[src/rtl/pipe_rx_ts_decoder_pkg.sv]
`default_nettype none
// ============================================================================
// Module   : pcie_os_pkg
// Brief    : Ordered-set symbol codes, PIPE status codes, decoder state and
//            TS field record shared by the lane receive decoder.
// Revision : 1.0
// ============================================================================
package pcie_os_pkg;

    localparam logic [7:0] C_COM    = 8'hBC;
    localparam logic [7:0] C_PAD    = 8'hF7;
    localparam logic [7:0] C_IDL    = 8'h7C;
    localparam logic [7:0] C_SKP    = 8'h1C;
    localparam logic [7:0] C_TS1_ID = 8'h4A;
    localparam logic [7:0] C_TS2_ID = 8'h45;

    localparam logic [2:0] C_ST_DECODE_ERR = 3'b100;
    localparam logic [2:0] C_ST_DISP_ERR   = 3'b111;

    typedef enum logic [1:0] {
        S_HUNT   = 2'd0,
        S_FIELDS = 2'd1,
        S_IDENT  = 2'd2,
        S_EIOS   = 2'd3
    } os_state_e;

    typedef struct packed {
        logic       ts_type;
        logic [7:0] link_num;
        logic       link_pad;
        logic [7:0] lane_num;
        logic       lane_pad;
        logic [7:0] n_fts;
        logic [7:0] rate_id;
        logic [7:0] train_ctrl;
    } ts_fields_t;

    function automatic logic is_bad_status(input logic [2:0] status);
        return (status == C_ST_DECODE_ERR) || (status == C_ST_DISP_ERR);
    endfunction

endpackage
`default_nettype wire

[src/rtl/pipe_rx_ts_decoder_if.sv]
`default_nettype none
// ============================================================================
// Module   : pipe_rx_ts_decoder_if
// Brief    : One lane of PIPE RX symbols in, decoded TS/EIOS events out.
// Revision : 1.0
// ============================================================================
interface pipe_rx_ts_decoder_if #(
    parameter int CNT_WIDTH = 4
);
    logic [7:0]           RxData;
    logic                 RxDataK;
    logic                 RxValid;
    logic [2:0]           RxStatus;
    logic                 clear_cnt;

    logic                 ts_valid;
    logic                 ts_type;
    logic [7:0]           link_num;
    logic                 link_pad;
    logic [7:0]           lane_num;
    logic                 lane_pad;
    logic [7:0]           n_fts;
    logic [7:0]           rate_id;
    logic [7:0]           train_ctrl;
    logic [CNT_WIDTH-1:0] consec_cnt;
    logic                 eios_det;
    logic                 os_err;

    modport master (
        output RxData, RxDataK, RxValid, RxStatus, clear_cnt,
        input  ts_valid, ts_type, link_num, link_pad, lane_num, lane_pad,
               n_fts, rate_id, train_ctrl, consec_cnt, eios_det, os_err
    );

    modport slave (
        input  RxData, RxDataK, RxValid, RxStatus, clear_cnt,
        output ts_valid, ts_type, link_num, link_pad, lane_num, lane_pad,
               n_fts, rate_id, train_ctrl, consec_cnt, eios_det, os_err
    );
endinterface
`default_nettype wire

[src/rtl/pipe_rx_ts_decoder.sv]
`default_nettype none
// ============================================================================
// Module   : pipe_rx_ts_decoder
// Brief    : Per-lane Gen1/Gen2 TS1/TS2/EIOS decoder with consecutive-TS count.
// Revision : 1.0
// ============================================================================
module pipe_rx_ts_decoder
    import pcie_os_pkg::*;
#(
    parameter int CNT_WIDTH = 4
) (
    input  wire logic           CLK,
    input  wire logic           reset,
    pipe_rx_ts_decoder_if.slave rx
);

    localparam logic [CNT_WIDTH-1:0] C_CNT_MAX = '1;
    localparam logic [CNT_WIDTH-1:0] C_CNT_ONE = CNT_WIDTH'(1);

    os_state_e            state_q, state_d;
    logic [3:0]           sym_idx_q, sym_idx_d;
    logic [7:0]           ident_q, ident_d;
    ts_fields_t           rx_fields_q, rx_fields_d;
    // Last good TS: drives the field outputs and is the reference for the repeat compare.
    ts_fields_t           out_fields_q, out_fields_d;
    logic                 ts_valid_q, ts_valid_d;
    logic                 eios_det_q, eios_det_d;
    logic                 os_err_q, os_err_d;
    logic [CNT_WIDTH-1:0] cnt_q, cnt_d;

    logic       w_sym_ok;
    logic       w_sym_bad;
    logic       w_is_k;
    logic       w_is_com;
    logic [7:0] w_data;
    logic       w_abort;
    logic       w_done;
    ts_fields_t w_new_ts;

    assign w_data    = rx.RxData;
    assign w_is_k    = rx.RxDataK;
    assign w_sym_ok  = rx.RxValid && !is_bad_status(rx.RxStatus);
    assign w_sym_bad = rx.RxValid &&  is_bad_status(rx.RxStatus);
    assign w_is_com  = w_is_k && (w_data == C_COM);

    always_comb begin
        state_d      = state_q;
        sym_idx_d    = sym_idx_q;
        ident_d      = ident_q;
        rx_fields_d  = rx_fields_q;
        out_fields_d = out_fields_q;
        ts_valid_d   = 1'b0;
        eios_det_d   = 1'b0;
        os_err_d     = 1'b0;
        cnt_d        = cnt_q;
        w_abort      = 1'b0;
        w_done       = 1'b0;
        w_new_ts         = rx_fields_q;
        w_new_ts.ts_type = (ident_q == C_TS2_ID);

        if (w_sym_bad && (state_q != S_HUNT)) begin
            w_abort = 1'b1;
        end else if (w_sym_ok) begin
            case (state_q)
                S_HUNT: begin
                    if (w_is_com) begin
                        state_d   = S_FIELDS;
                        sym_idx_d = 4'd1;
                    end
                end
                S_FIELDS: begin
                    if (sym_idx_q == 4'd1) begin
                        if (w_is_k && (w_data == C_SKP)) begin
                            state_d   = S_HUNT;
                            sym_idx_d = 4'd0;
                        end else if (w_is_k && (w_data == C_IDL)) begin
                            state_d   = S_EIOS;
                            sym_idx_d = 4'd1;
                        end else if (!w_is_k || (w_data == C_PAD)) begin
                            rx_fields_d.link_num = w_data;
                            rx_fields_d.link_pad = w_is_k;
                            sym_idx_d            = 4'd2;
                        end else begin
                            w_abort = 1'b1;
                        end
                    end else if (sym_idx_q == 4'd2) begin
                        if (!w_is_k || (w_data == C_PAD)) begin
                            rx_fields_d.lane_num = w_data;
                            rx_fields_d.lane_pad = w_is_k;
                            sym_idx_d            = 4'd3;
                        end else begin
                            w_abort = 1'b1;
                        end
                    end else if (!w_is_k) begin
                        if (sym_idx_q == 4'd3) begin
                            rx_fields_d.n_fts = w_data;
                        end else if (sym_idx_q == 4'd4) begin
                            rx_fields_d.rate_id = w_data;
                        end else begin
                            rx_fields_d.train_ctrl = w_data;
                            state_d                = S_IDENT;
                        end
                        sym_idx_d = sym_idx_q + 4'd1;
                    end else begin
                        w_abort = 1'b1;
                    end
                end
                S_IDENT: begin
                    // Symbol 6 picks the identifier; 7..15 must repeat it exactly.
                    if (!w_is_k &&
                        (((sym_idx_q == 4'd6) && ((w_data == C_TS1_ID) || (w_data == C_TS2_ID))) ||
                         ((sym_idx_q != 4'd6) && (w_data == ident_q)))) begin
                        if (sym_idx_q == 4'd6) begin
                            ident_d = w_data;
                        end
                        if (sym_idx_q == 4'd15) begin
                            w_done    = 1'b1;
                            state_d   = S_HUNT;
                            sym_idx_d = 4'd0;
                        end else begin
                            sym_idx_d = sym_idx_q + 4'd1;
                        end
                    end else begin
                        w_abort = 1'b1;
                    end
                end
                S_EIOS: begin
                    if (w_is_k && (w_data == C_IDL)) begin
                        if (sym_idx_q == 4'd2) begin
                            eios_det_d = 1'b1;
                            state_d    = S_HUNT;
                            sym_idx_d  = 4'd0;
                        end else begin
                            sym_idx_d = sym_idx_q + 4'd1;
                        end
                    end else begin
                        w_abort = 1'b1;
                    end
                end
                default: begin
                    state_d   = S_HUNT;
                    sym_idx_d = 4'd0;
                end
            endcase
        end

        if (w_abort) begin
            os_err_d = 1'b1;
            // A COM that breaks an ordered set is itself the start of the next one.
            if (w_sym_ok && w_is_com) begin
                state_d   = S_FIELDS;
                sym_idx_d = 4'd1;
            end else begin
                state_d   = S_HUNT;
                sym_idx_d = 4'd0;
            end
        end

        if (w_done) begin
            ts_valid_d   = 1'b1;
            out_fields_d = w_new_ts;
            if (!rx.clear_cnt && (w_new_ts == out_fields_q) && (cnt_q != '0)) begin
                cnt_d = (cnt_q == C_CNT_MAX) ? cnt_q : (cnt_q + C_CNT_ONE);
            end else begin
                cnt_d = C_CNT_ONE;
            end
        end else if (w_abort || rx.clear_cnt) begin
            cnt_d = '0;
        end
    end

    always_ff @(posedge CLK) begin
        if (reset) begin
            state_q      <= S_HUNT;
            sym_idx_q    <= 4'd0;
            ident_q      <= 8'd0;
            rx_fields_q  <= '0;
            out_fields_q <= '0;
            ts_valid_q   <= 1'b0;
            eios_det_q   <= 1'b0;
            os_err_q     <= 1'b0;
            cnt_q        <= '0;
        end else begin
            state_q      <= state_d;
            sym_idx_q    <= sym_idx_d;
            ident_q      <= ident_d;
            rx_fields_q  <= rx_fields_d;
            out_fields_q <= out_fields_d;
            ts_valid_q   <= ts_valid_d;
            eios_det_q   <= eios_det_d;
            os_err_q     <= os_err_d;
            cnt_q        <= cnt_d;
        end
    end

    assign rx.ts_valid   = ts_valid_q;
    assign rx.eios_det   = eios_det_q;
    assign rx.os_err     = os_err_q;
    assign rx.consec_cnt = cnt_q;
    assign rx.ts_type    = out_fields_q.ts_type;
    assign rx.link_num   = out_fields_q.link_num;
    assign rx.link_pad   = out_fields_q.link_pad;
    assign rx.lane_num   = out_fields_q.lane_num;
    assign rx.lane_pad   = out_fields_q.lane_pad;
    assign rx.n_fts      = out_fields_q.n_fts;
    assign rx.rate_id    = out_fields_q.rate_id;
    assign rx.train_ctrl = out_fields_q.train_ctrl;

endmodule
`default_nettype wire

[src/flat_wrapper.sv]
// flat-port wrapper written by rule: the top's interface ports become plain ports
module pipe_rx_ts_decoder_flat import pcie_os_pkg::*;
#(
    parameter int CNT_WIDTH = 4
)
  (CLK, reset, rx_RxData, rx_RxDataK, rx_RxValid, rx_RxStatus, rx_clear_cnt, rx_ts_valid, rx_ts_type, rx_link_num, rx_link_pad, rx_lane_num, rx_lane_pad, rx_n_fts, rx_rate_id, rx_train_ctrl, rx_consec_cnt, rx_eios_det, rx_os_err);
  pipe_rx_ts_decoder_if #(.CNT_WIDTH(CNT_WIDTH)) rx_i ();
  input  wire logic CLK;
  input  wire logic reset;
  input wire logic [$bits(rx_i.RxData)-1:0] rx_RxData;
  input wire logic [$bits(rx_i.RxDataK)-1:0] rx_RxDataK;
  input wire logic [$bits(rx_i.RxValid)-1:0] rx_RxValid;
  input wire logic [$bits(rx_i.RxStatus)-1:0] rx_RxStatus;
  input wire logic [$bits(rx_i.clear_cnt)-1:0] rx_clear_cnt;
  output wire logic [$bits(rx_i.ts_valid)-1:0] rx_ts_valid;
  output wire logic [$bits(rx_i.ts_type)-1:0] rx_ts_type;
  output wire logic [$bits(rx_i.link_num)-1:0] rx_link_num;
  output wire logic [$bits(rx_i.link_pad)-1:0] rx_link_pad;
  output wire logic [$bits(rx_i.lane_num)-1:0] rx_lane_num;
  output wire logic [$bits(rx_i.lane_pad)-1:0] rx_lane_pad;
  output wire logic [$bits(rx_i.n_fts)-1:0] rx_n_fts;
  output wire logic [$bits(rx_i.rate_id)-1:0] rx_rate_id;
  output wire logic [$bits(rx_i.train_ctrl)-1:0] rx_train_ctrl;
  output wire logic [$bits(rx_i.consec_cnt)-1:0] rx_consec_cnt;
  output wire logic [$bits(rx_i.eios_det)-1:0] rx_eios_det;
  output wire logic [$bits(rx_i.os_err)-1:0] rx_os_err;
  assign rx_i.RxData = rx_RxData;
  assign rx_i.RxDataK = rx_RxDataK;
  assign rx_i.RxValid = rx_RxValid;
  assign rx_i.RxStatus = rx_RxStatus;
  assign rx_i.clear_cnt = rx_clear_cnt;
  assign rx_ts_valid = rx_i.ts_valid;
  assign rx_ts_type = rx_i.ts_type;
  assign rx_link_num = rx_i.link_num;
  assign rx_link_pad = rx_i.link_pad;
  assign rx_lane_num = rx_i.lane_num;
  assign rx_lane_pad = rx_i.lane_pad;
  assign rx_n_fts = rx_i.n_fts;
  assign rx_rate_id = rx_i.rate_id;
  assign rx_train_ctrl = rx_i.train_ctrl;
  assign rx_consec_cnt = rx_i.consec_cnt;
  assign rx_eios_det = rx_i.eios_det;
  assign rx_os_err = rx_i.os_err;
  pipe_rx_ts_decoder #(.CNT_WIDTH(CNT_WIDTH)) u_core (.CLK(CLK), .reset(reset), .rx(rx_i));
endmodule
[config.mk]
export PLATFORM = sky130hd
export DESIGN_NAME = pipe_rx_ts_decoder_flat
export DESIGN_NICKNAME = d
export VERILOG_FILES = /design/src/rtl/pipe_rx_ts_decoder_pkg.sv /design/src/rtl/pipe_rx_ts_decoder_if.sv /design/src/rtl/pipe_rx_ts_decoder.sv /design/src/flat_wrapper.sv
export SDC_FILE = /design/constraint.sdc
export NUM_CORES = 1
export LEC_CHECK = 0
export ABC_AREA = 1
export BUFFER_PORTS_ARGS = -buffer_cell sky130_fd_sc_hd__buf_2
export CORE_UTILIZATION = 50
export DETAILED_ROUTE_END_ITERATION = 12
export GPL_TIMING_DRIVEN = 0
export PLACE_DENSITY = 0.71
export RECOVER_POWER = 25
export SLEW_MARGIN = 20
export SYNTH_ARGS = -nofsm -noshare
export SYNTH_HDL_FRONTEND = slang
export SYNTH_SLANG_ARGS = --single-unit
[constraint.sdc]
create_clock -name CLK -period 2 [get_ports CLK]
set_input_delay 0.1 -clock CLK [delete_from_list [all_inputs] [get_ports CLK]]
set_output_delay 0.1 -clock CLK [all_outputs]
set_load 0.01 [all_outputs]
==> run_results.csv <==
group,metric,value,unit
drt,vias,5109,
grt,grt_use_total,0.290,
drt,viasPerCell,5.48,
synthesis,synth.top_cell.area_share,0.424,
critical_path,crit_path_top_delay_cell,"dlygate4sd3_1",
power,p_sw,1.52,mW
placed_design,portBuffers,63,
worst_hold_path,hp-start,"rx_RxData[5]",
sta,fin_crit_sh,0.956,
drt,drc,0,
clock_network,htreeDepth,3,
placed_design,dp_hpwl,10700,um
grt,gr-total-overflow,0,
sta,setup_violations,0,
grt,antenna_found_initial,0,
synthesis,synth.cell_area,5000,um2
synthesis,netlist_instances,706,
power,combPwrFrac,0.209,
floorplan,fp.dieH,102,um
sta,worst_slack,0.0874,ns
critical_path,crit_top_cell,"clkbuf_1",
floorplan,rows,36,
drt,wl,14900,um
synthesis,ys_ff_latch,106,
power,p_int,2.97,mW
floorplan,pin_count,66,
floorplan,coreArea,9730,um2
floorplan,initial_core_util,0.514,
placed_design,routabilityCongestion,0.903,
power,leakage,2.55,nW
critical_path,cp-end-kind,"register",
critical_path,crit_fanout,10,
critical_path,worstSetupStartpointType,"input pin",
clock_network,worstSkewPairLatency,0.37,ns
grt,grt_pass1_vias,4571,
power,switching_share,0.339,
sta,skew,0.0127,ns
critical_path,critPathLaunch,"reset",
synthesis,syn_area_per_cell,7.08,um2
synthesis,ys_warn_count,0,
sta,relSlewSlack,0.596,
cells_and_area,fill_cells,940,
clock_network,cts_tree,"built",
synthesis,yosysSeqAreaShare,0.424,
clock_network,cts.sinks,106,
grt,grt_max_degree,20,
cells_and_area,final_nets,816,
synthesis,syn_nets,728,
drt,firstDrtPassIters,6,
synthesis,synth.area.top_cells,"dfxtp_1, o21ai_0, a21oi_1",
critical_path,required,2.31,ns
placed_design,dp_cells,902,
power,power_frac_seq,0.506,
critical_path,r2r-start,"u_core.sym_idx_q[2]",
drt,dr.first_iter.drc_count,352,
clock_network,root_buffer,"clkbuf_8",
critical_path,r2r_slack,0.11,ns
clock_network,clockBufferDepth,2,
power,peakVddDrop,0.673,mV
cells_and_area,final_cells,932,
placed_design,pre_cts_ws,-0.287,ns
floorplan,die_w,102,um
critical_path,worstPathCellList,"dlygate4sd3_1 -> buf_2 -> inv_1 -> clkbuf_1 -> clkbuf_1 -> o21ai_0 -> a21oi_1",
grt,grt_pass1_wl,22900,um
synthesis,yosysTopAreaCell,"dfxtp_1",
sta,fmax,0.523,GHz
clock_network,numCtsBuffers,9,
drt,detail_route.wl_per_cell,16.0,um
sta,worst_pin_slew,0.606,ns
sta,drv_slew,0,
cells_and_area,n_antenna_cell,0,
power,p_per_area,749,nW/um2
synthesis,ys_types,36,
status,status,"completed",
worst_hold_path,hold_class,"input pin to register",
critical_path,crit_type,"input pin to register",
critical_path,cpPeakStageDelay,0.53,ns
job,maxCapViolations,0,
critical_path,arrival,2.22,ns
floorplan,dieArea,10400,um2
sta,final-hold-violation-count,0,
power,clkPwrFrac,0.285,
drt,ant_nets,0,
cells_and_area,areaGrowthSynthToFinish,20.1,%
clock_network,clk_pin_slew,0.11,ns
sta,period_minus_slack,1.91,ns
cells_and_area,drive_gt1_frac,0.153,
[layout by cell type, fill, tap and decap left out, types with 4 or more instances in the layout]
cell type | Yosys | layout
a21oi_1 | 93 | 93
buf_2 | 11 | 29
buf_4 | 1 | 13
buf_6 | 1 | 4
buf_8 | 0 | 4
clkbuf_1 | 13 | 46
clkbuf_8 | 0 | 9
dfxtp_1 | 106 | 101
ha_1 | 6 | 5
inv_1 | 96 | 92
inv_2 | 4 | 5
nand2_1 | 88 | 81
nand2_2 | 2 | 8
nand3_1 | 29 | 29
nand4_1 | 10 | 10
nor2_1 | 74 | 64
nor2_2 | 1 | 8
nor2_4 | 1 | 4
nor3_1 | 13 | 10
o21ai_0 | 100 | 84
o21ai_1 | 6 | 21
o22ai_1 | 10 | 10
or2_2 | 5 | 5
xnor2_1 | 11 | 11
xor2_1 | 11 | 11
[logic make-up after synthesis]
group / Yosys count / share of synthesized area
flops: 106 / 0.424
simple gates: 228 / 0.197
fa+ha+maj: 6 / 0.0150
buf+inv: 128 / 0.102
compound gates: 216 / 0.224
xor+xnor: 22 / 0.0385
[worst paths after layout]
check                       endpoint  cells past startpoint
max                u_core.ident_q[3]                      7
min           u_core.rx_fields_q[39]                      3
max reg2reg  u_core.rx.consec_cnt[1]                     14
min reg2reg        u_core.ident_q[0]                      2
[sequential cells by signal, indices dropped and copies added (netlist names)]
signal / cells
u_core.rx.lane_num: 8
u_core.rx.os_err: 1
u_core.rx_fields_q: 42
u_core.state_q: 2
u_core.rx.train_ctrl: 8
u_core.rx.eios_det: 1
u_core.rx.n_fts: 8
u_core.rx.lane_pad: 1
u_core.rx.link_pad: 1
u_core.rx.consec_cnt: 4
u_core.sym_idx_q: 4
u_core.ident_q: 8
u_core.rx.link_num: 8
u_core.rx.rate_id: 8
u_core.rx.ts_type: 1
u_core.rx.ts_valid: 1
[worst max-delay path: cells and delay by family]
kind,cells,cell delay [ns]
buffers and inverters,5,1.67
AO/OA/AOI/OAI,2,0.44
[area by class of cell]
cell class              instances  area [um2]  share of cell area
plain buffers                  28         203              0.0338
clock buffers                   9         124              0.0206
clock inverters                 7        62.6              0.0104
inverters                     100         383              0.0638
multi-input cells             472        2500               0.417
flip-flops and latches        106        2130               0.355
well taps                     133         166              0.0277
repair buffers                 77         430              0.0717
[cells in the mapped netlist (all sizes together)]
cell type,count
dfxtp,106
o21ai,106
inv,100
a21oi,94
nand2,90
nor2,76
nand3,29
clkbuf,15
nor3,14
buf,13
nand4,11
xnor2,11
xor2,11
o22ai,10
ha,6
or2,5
a31oi,2
a211o,1
a211oi,1
a22o,1
and3,1
nand2b,1
nor2b,1
o21a,1
[power by group through the flow]
| stage | registers [mW] | clock network (mW) | logic (mW) |
|---|---|---|---|
| floorplan | 2.27 | 0 | 0.589 |
| global placement | 2.28 | 0 | 0.768 |
| detailed placement | 2.29 | 0 | 0.776 |
| CTS | 2.24 | 1.29 | 0.822 |
| global route | 2.28 | 1.39 | 1.05 |
| finish | 2.27 | 1.28 | 0.941 |
[per-layer routing]
layer | global-route usage | vias up | part of all wire
li1 | - | 2495 | -
met1 | 0.380 | 2368 | 0.42
met2 | 0.486 | 206 | 0.48
met3 | 0.0424 | 40 | 0.067
met4 | 0.109 | 0 | 0.032
met5 | 0 | - | 0
[metrics by stage]
step                TNS (ns)  power, mW  instance area, um2  hold WS, ns  utilization
floorplan                  0       2.86                5000        0.177            -
global placement       -6.81       3.05                5480        0.349        0.563
detailed placement    -10.34       3.06                5480        0.348        0.563
CTS                        0       4.36                5760        0.118        0.592
global route          -0.293       4.72                6000        0.137        0.617
finish                     0       4.50                6000        0.132        0.617
[repair_timing]
item,in CTS,in global routing
pin swaps,2,7
setup buffers,2,9
endpoints found under the setup margin,83,93
gates cloned,0,2
hold endpoints to repair,1,0
resized for setup,20,73
hold buffers,1,0
Note: power is estimated with default switching activity, not from simulation.
